`src/rtl/branch_predictor.sv`:
```
`default_nettype none
// ============================================================================
// Module   : branch_predictor
// Brief    : Bimodal 2-bit counter direction predictor with direct-mapped BTB;
//            optional gshare indexing via `BRANCH_PREDICTOR_GSHARE_EN.
// Revision : 1.0 - initial release
// ============================================================================
module branch_predictor #(
  parameter int RegWidth = 32,
  parameter int Entries  = 64
) (
  input  logic                iClk,
  input  logic                iRst_n,
  input  logic                iFetchValid,
  input  logic [RegWidth-1:0] iFetchPC,
  output logic                oPredValid,
  output logic                oPredTaken,
  output logic [RegWidth-1:0] oPredTarget,
  output logic                oReady,
  input  logic                iUpdValid,
  input  logic [RegWidth-1:0] iUpdPC,
  input  logic                iUpdTaken,
  input  logic [RegWidth-1:0] iUpdTarget,
  input  logic                iUpdPredTaken,
  output logic                oMispredict
);

  localparam int IdxW = $clog2(Entries);
  localparam int TagW = RegWidth - IdxW - 2;
  localparam logic [IdxW-1:0] LAST_IDX = IdxW'(Entries - 1);

  localparam logic [0:0] ST_INIT = 1'b0;
  localparam logic [0:0] ST_RUN  = 1'b1;

  logic [0:0]          r_state;
  logic [0:0]          w_state_nxt;
  logic [IdxW-1:0]     r_walk;
  logic                w_run;

  logic [1:0]          r_ctr        [Entries];
  logic                r_btb_valid  [Entries];
  logic [TagW-1:0]     r_btb_tag    [Entries];
  logic [RegWidth-1:0] r_btb_target [Entries];

  logic [IdxW-1:0]     w_fetch_idx;
  logic [TagW-1:0]     w_fetch_tag;
  logic [IdxW-1:0]     w_upd_idx;
  logic [TagW-1:0]     w_upd_tag;
  logic [IdxW-1:0]     w_fetch_ctr_idx;
  logic [IdxW-1:0]     w_upd_ctr_idx;
  logic [1:0]          w_upd_ctr;
  logic [1:0]          w_ctr_nxt;
  logic                w_hit;
  logic                w_unused_lsb;

  assign w_fetch_idx  = iFetchPC[IdxW+1:2];
  assign w_fetch_tag  = iFetchPC[RegWidth-1:IdxW+2];
  assign w_upd_idx    = iUpdPC[IdxW+1:2];
  assign w_upd_tag    = iUpdPC[RegWidth-1:IdxW+2];
  assign w_unused_lsb = ^{iFetchPC[1:0], iUpdPC[1:0]};

`ifdef BRANCH_PREDICTOR_GSHARE_EN
  logic [IdxW-1:0] r_ghr;

  // History is only meaningful once the table is live, so INIT holds it at 0.
  always_ff @(posedge iClk or negedge iRst_n) begin
    if (!iRst_n) begin
      r_ghr <= '0;
    end else if (!w_run) begin
      r_ghr <= '0;
    end else if (iUpdValid) begin
      r_ghr <= {r_ghr[IdxW-2:0], iUpdTaken};
    end
  end

  assign w_fetch_ctr_idx = w_fetch_idx ^ r_ghr;
  assign w_upd_ctr_idx   = w_upd_idx ^ r_ghr;
`else
  assign w_fetch_ctr_idx = w_fetch_idx;
  assign w_upd_ctr_idx   = w_upd_idx;
`endif

  // State register
  always_ff @(posedge iClk or negedge iRst_n) begin
    if (!iRst_n) begin
      r_state <= ST_INIT;
      r_walk  <= '0;
    end else begin
      r_state <= w_state_nxt;
      if (r_state == ST_INIT) begin
        r_walk <= r_walk + 1'b1;
      end
    end
  end

  // Next-state logic
  always_comb begin
    w_state_nxt = r_state;
    case (r_state)
      ST_INIT: if (r_walk == LAST_IDX) w_state_nxt = ST_RUN;
      ST_RUN:  w_state_nxt = ST_RUN;
      default: w_state_nxt = ST_INIT;
    endcase
  end

  // State-decoded outputs
  always_comb begin
    w_run  = 1'b0;
    oReady = 1'b0;
    if (r_state == ST_RUN) begin
      w_run  = 1'b1;
      oReady = 1'b1;
    end
  end

  assign w_hit = r_ctr[w_fetch_ctr_idx][1] & r_btb_valid[w_fetch_idx] &
                 (r_btb_tag[w_fetch_idx] == w_fetch_tag);

  assign w_upd_ctr = r_ctr[w_upd_ctr_idx];

  always_comb begin
    w_ctr_nxt = w_upd_ctr;
    if (iUpdTaken) begin
      if (w_upd_ctr != 2'b11) w_ctr_nxt = w_upd_ctr + 2'd1;
    end else begin
      if (w_upd_ctr != 2'b00) w_ctr_nxt = w_upd_ctr - 2'd1;
    end
  end

  // Table storage has no reset: the INIT walk rewrites every entry.
  always_ff @(posedge iClk) begin
    if (!w_run) begin
      r_ctr[r_walk]       <= 2'b01;
      r_btb_valid[r_walk] <= 1'b0;
    end else if (iUpdValid) begin
      r_ctr[w_upd_ctr_idx] <= w_ctr_nxt;
      if (iUpdTaken) begin
        r_btb_valid[w_upd_idx]  <= 1'b1;
        r_btb_tag[w_upd_idx]    <= w_upd_tag;
        r_btb_target[w_upd_idx] <= iUpdTarget;
      end
    end
  end

  always_ff @(posedge iClk or negedge iRst_n) begin
    if (!iRst_n) begin
      oPredValid  <= 1'b0;
      oPredTaken  <= 1'b0;
      oPredTarget <= '0;
      oMispredict <= 1'b0;
    end else begin
      oPredValid  <= w_run & iFetchValid;
      oPredTaken  <= w_run & iFetchValid & w_hit;
      oPredTarget <= (w_run & iFetchValid & w_hit) ? r_btb_target[w_fetch_idx] : '0;
      oMispredict <= w_run & iUpdValid & (iUpdPredTaken != iUpdTaken);
    end
  end

endmodule
`default_nettype wire

```
`config.mk`:
```
export PLATFORM = sky130hd
export DESIGN_NAME = branch_predictor
export DESIGN_NICKNAME = d
export VERILOG_FILES = /design/src/rtl/branch_predictor.sv
export SDC_FILE = /design/constraint.sdc
export NUM_CORES = 2
export LEC_CHECK = 0
export CAP_MARGIN = 5
export CORE_UTILIZATION = 30
export DETAILED_ROUTE_END_ITERATION = 10
export HOLD_SLACK_MARGIN = 0.06
export PLACE_DENSITY_LB_ADDON = 0.12
export SLEW_MARGIN = 15
export SYNTH_ARGS = -nofsm -noshare
export SYNTH_HDL_FRONTEND = slang
export SYNTH_SLANG_ARGS = --single-unit
```
`constraint.sdc`:
```
create_clock -name iClk -period 5.82 [get_ports iClk]
set_input_delay 0.873 -clock iClk [delete_from_list [all_inputs] [get_ports iClk]]
set_output_delay 0.873 -clock iClk [all_outputs]
set_load 0.1 [all_outputs]
```
==> reports/qor.yml <==
power:
  peakVddDrop_v: 0.000253
  total_power_mw: 58.6
  power.switching_mw: 12.5
  swShare_pct: 21.4
  p_seq_share_pct: 51.5
  p_int_mw: 46.1
  p_leak_nw: 52.9
  powerDensity_nw_per_um2: 341
  power_frac_comb_pct: 4.3
  p_clk_share_pct: 44.1
global_routing:
  grt_overflow_total: 0
  antenna_found_initial: 62
  grt_pass1_vias: 74638
  grt_util_all_layers_pct: 19.5
  grt_pass1_wl_mm: 658
  grt_max_degree: 130
cts:
  cts_tree: "built"
  clk_pin_slew_worst_paths_ns: 0.06
  post_cts_buffers: 0
  clockBufferDepth: 4
  cts_root_buf: "clkbuf_16"
  clk-insertion-delay-late_ns: 1.01
  cts_buffers: 420
  cts.sinks: 3818
  htreeDepth: 5
sta:
  setup_viol_count_final: 0
  slew_violations: 0
  rsz0062_at_grt: "no"
  timing.final.crit_share_pct: 76.4
  fin_ws_ns: 1.37
  final_hold_viol_count: 0
  worstMarginPinSlew_ns: 1.22
  max_slew_margin_pct: 18.2
  tns_ns: 0
  max_clock_freq_mhz: 225
  min_period_ns: 4.45
  whs_ns: 0.337
  skew_ns: 0.0832
floorplanning:
  die_w_um: 702
  core-area_um2: 487000
  rows: 256
  io_pins: 138
  start_util_pct: 30.2
  die_area_um2: 493000
  die_h_um: 702
placement:
  place_hpwl_mm: 261
  dpl_cell_area_um2: 159000
  gp_congestion: 0.820
  placedCellCount: 13069
  post-place-ws_ns: 0.339
  port_buffers: 133
yosys:
  postSynthAreaPerCell_um2: 22.6
  yosysTopAreaCellShare_pct: 77.0
  ys_ff_latch: 3818
  syn_inst: 6525
  syn_nets: 6628
  ys_seq_area_share_pct: 77.7
  ys_types: 78
  yosysTopAreaCell: "edfxtp_1"
  synth_area_um2: 147000
  yosysWarnings: 0
  synth_edf_count: 3776
  ys_async_sr_fraction_pct: 1.10
  ys_top_cells_by_area: "edfxtp_1 77%, mux4_2 15%, mux2i_1 1.5%"
  ys.flop_type: "edfxtp_1"
setup_path:
  endpoint_kind: "register"
  slowest_delay_ns: 0.58
  path_depth: 13
  r2r_start: "r_state$_DFF_PN0_"
  reg2reg_depth: 7
  cp_slowest_cell: "mux4_2"
  r2r_setup_slack_ns: 1.93
  path_delay_family: "buffers and inverters"
  cp_data_required_time_ns: 6.69
  cp-start-kind: "primary input"
  crit_fanout: 74
  crit_end: "oPredTarget[18]$_DFF_PN0_"
  setup.worst_path.start: "iFetchPC[2]"
  r2r-end: "r_btb_target[15][21]$_DFFE_PP_"
  cp_cell_sequence: "buf_16 > buf_4 > mux4_2 > mux2i_1 > nor2_1 > o21ai_0 > o221a_2 > xor2_1 > nand4_1 > buf_4 > nor4_4 > buf_12 > and3_1"
  worst-path-buf-inv: 4
  crit_top_cell: "buf_4"
  worstSetupPathType: "in -> reg"
  crit_arrival_ns: 5.32
layout:
  area_growth_pct: 16.8
  finalInstanceArea_um2: 172000
  area.sequential_um2: 114000
  fin_util_pct: 35.3
  multi_input_area_um2: 31300
  n_fill_cell: 44911
  drive_gt1_share_pct: 27.4
  layout.nets: 7148
  finalNonFillerCells: 13853
run_status:
  status: "complete, no violations"
routing:
  avgViaCountPerCell: 5.25
  drt_wl_total_mm: 488
  routedWlPerCell_um: 35.2
  ant_nets: 0
  drt-pass1-iter-count: 7
  first_iter_violations: 8358
  drcViolationCount: 0
  num_vias: 72714
job:
  cap_viol_max_count: 0
min_path:
  hold_path_class: "in -> async"
==> repair_timing <==
item	in CTS	in global routing
gates resized for setup	0	0
endpoints found under the hold margin	10	0
hold buffers	1	0
==> cell type report <==
cell class / instances / share of cell area (%)
diodes: 12 / 0.0175
clock buffers: 557 / 6.67
clock inverters: 211 / 0.989
inverters: 8 / 0.0218
multi-input cells: 2348 / 18.2
flip-flops and latches: 3818 / 66.6
well taps: 6450 / 4.69
repair buffers: 449 / 2.83
==> cells in the final DEF (no fill, tap or decap), types with 13 or more instances in the layout <==
cell type and count:
nand4_1 17, o22ai_1 57, edfxtp_1 3776, buf_12 113, clkdlybuf4s50_1 69, clkinv_1 94, nor2b_1 27, a21oi_1 59
buf_4 203, nand2_1 193, a211oi_1 23, xor2_1 17, o211ai_1 18, o21ai_0 63, nand2b_1 15, and2_1 28
a31oi_1 25, mux2_2 24, clkbuf_8 16, nor2_4 65, nor2_1 185, nand3_1 32, a22oi_1 83, and3_1 40
clkbuf_1 108, mux4_2 960, a221oi_1 42, clkinv_2 67, buf_2 57, dfrtp_1 42, bufinv_16 26, xnor2_1 14
clkbuf_16 434, mux4_1 13, mux2i_1 217
==> cell families after synthesis <==
| group | count (synthesis) | synth area share (%) |
|---|---|---|
| AO/OA/AOI/OAI | 437 | 2.05 |
| AND/OR/NAND/NOR | 663 | 2.08 |
| XOR/XNOR | 31 | 0.184 |
| multiplexers | 1214 | 16.6 |
| flip-flops | 3818 | 77.7 |
| buffers and inverters | 359 | 1.33 |
| adder cells (fa/ha/maj) | 3 | 0.0221 |
==> synth_stat cells (all sizes together), types with 23 or more instances <==
cell type	count
edfxtp	3776
mux4	973
nor2	252
buf	246
mux2i	217
nand2	193
clkbuf	105
a22oi	83
o21ai	64
a21oi	59
o22ai	58
a221oi	43
dfrtp	42
and3	40
nand3	32
nor2b	31
and2	29
a31oi	25
mux2	24
a211oi	23
==> flip-flops by register name, indices dropped and copies added (netlist names) <==
register and cells:
oPredValid 1, r_btb_tag 1536, oPredTarget 32, r_btb_valid 64, oPredTaken 1, oMispredict 1
r_btb_target 2048, r_walk 6, r_state 1, r_ctr 128
==> power groups by stage <==
stage               combinational, mW  sequential (mW)  clock, mW
finish                           2.54             30.2       25.9
global route                     2.71             30.2       27.4
CTS                              2.60             30.2       26.5
detailed placement               2.59             30.8          0
global placement                 2.56             30.8          0
floorplan                        1.42             30.8          0
==> metal layers <==
metal	wire, um	track usage [%]
met3	25700	2.47
met4	10400	4.26
met2	239000	32.6
met1	212000	27.2
met5	105	0
==> worst min-delay path by stage <==
stage / start / to / slack [ns] / cells past startpoint
3_3_place_gp: r_walk[3]$_DFFE_PN0N_ / r_walk[3]$_DFFE_PN0N_ / 0.64 / 1
3_5_place_dp: r_walk[3]$_DFFE_PN0N_ / r_walk[3]$_DFFE_PN0N_ / 0.67 / 1
2_1_floorplan: r_walk[0]$_DFFE_PN0N_ / r_walk[0]$_DFFE_PN0N_ / 0.55 / 1
4_1_cts: iRst_n / oPredTarget[6]$_DFF_PN0_ / 0.25 / 2
5_1_grt: iRst_n / oPredTarget[6]$_DFF_PN0_ / 0.29 / 2
6_report: iRst_n / oPredTarget[6]$_DFF_PN0_ / 0.34 / 2
==> worst register-to-register path: stages, from the launching register on <==
cell and delay (ns):
dfrtp_1 0.67, and2_1 0.52, nand2_1 0.10, buf_4 0.21, clkinv_1 0.12, nand3_1 0.57, nor2_4 1.04, buf_12 0.32
Power figures use the tool's default switching activity.
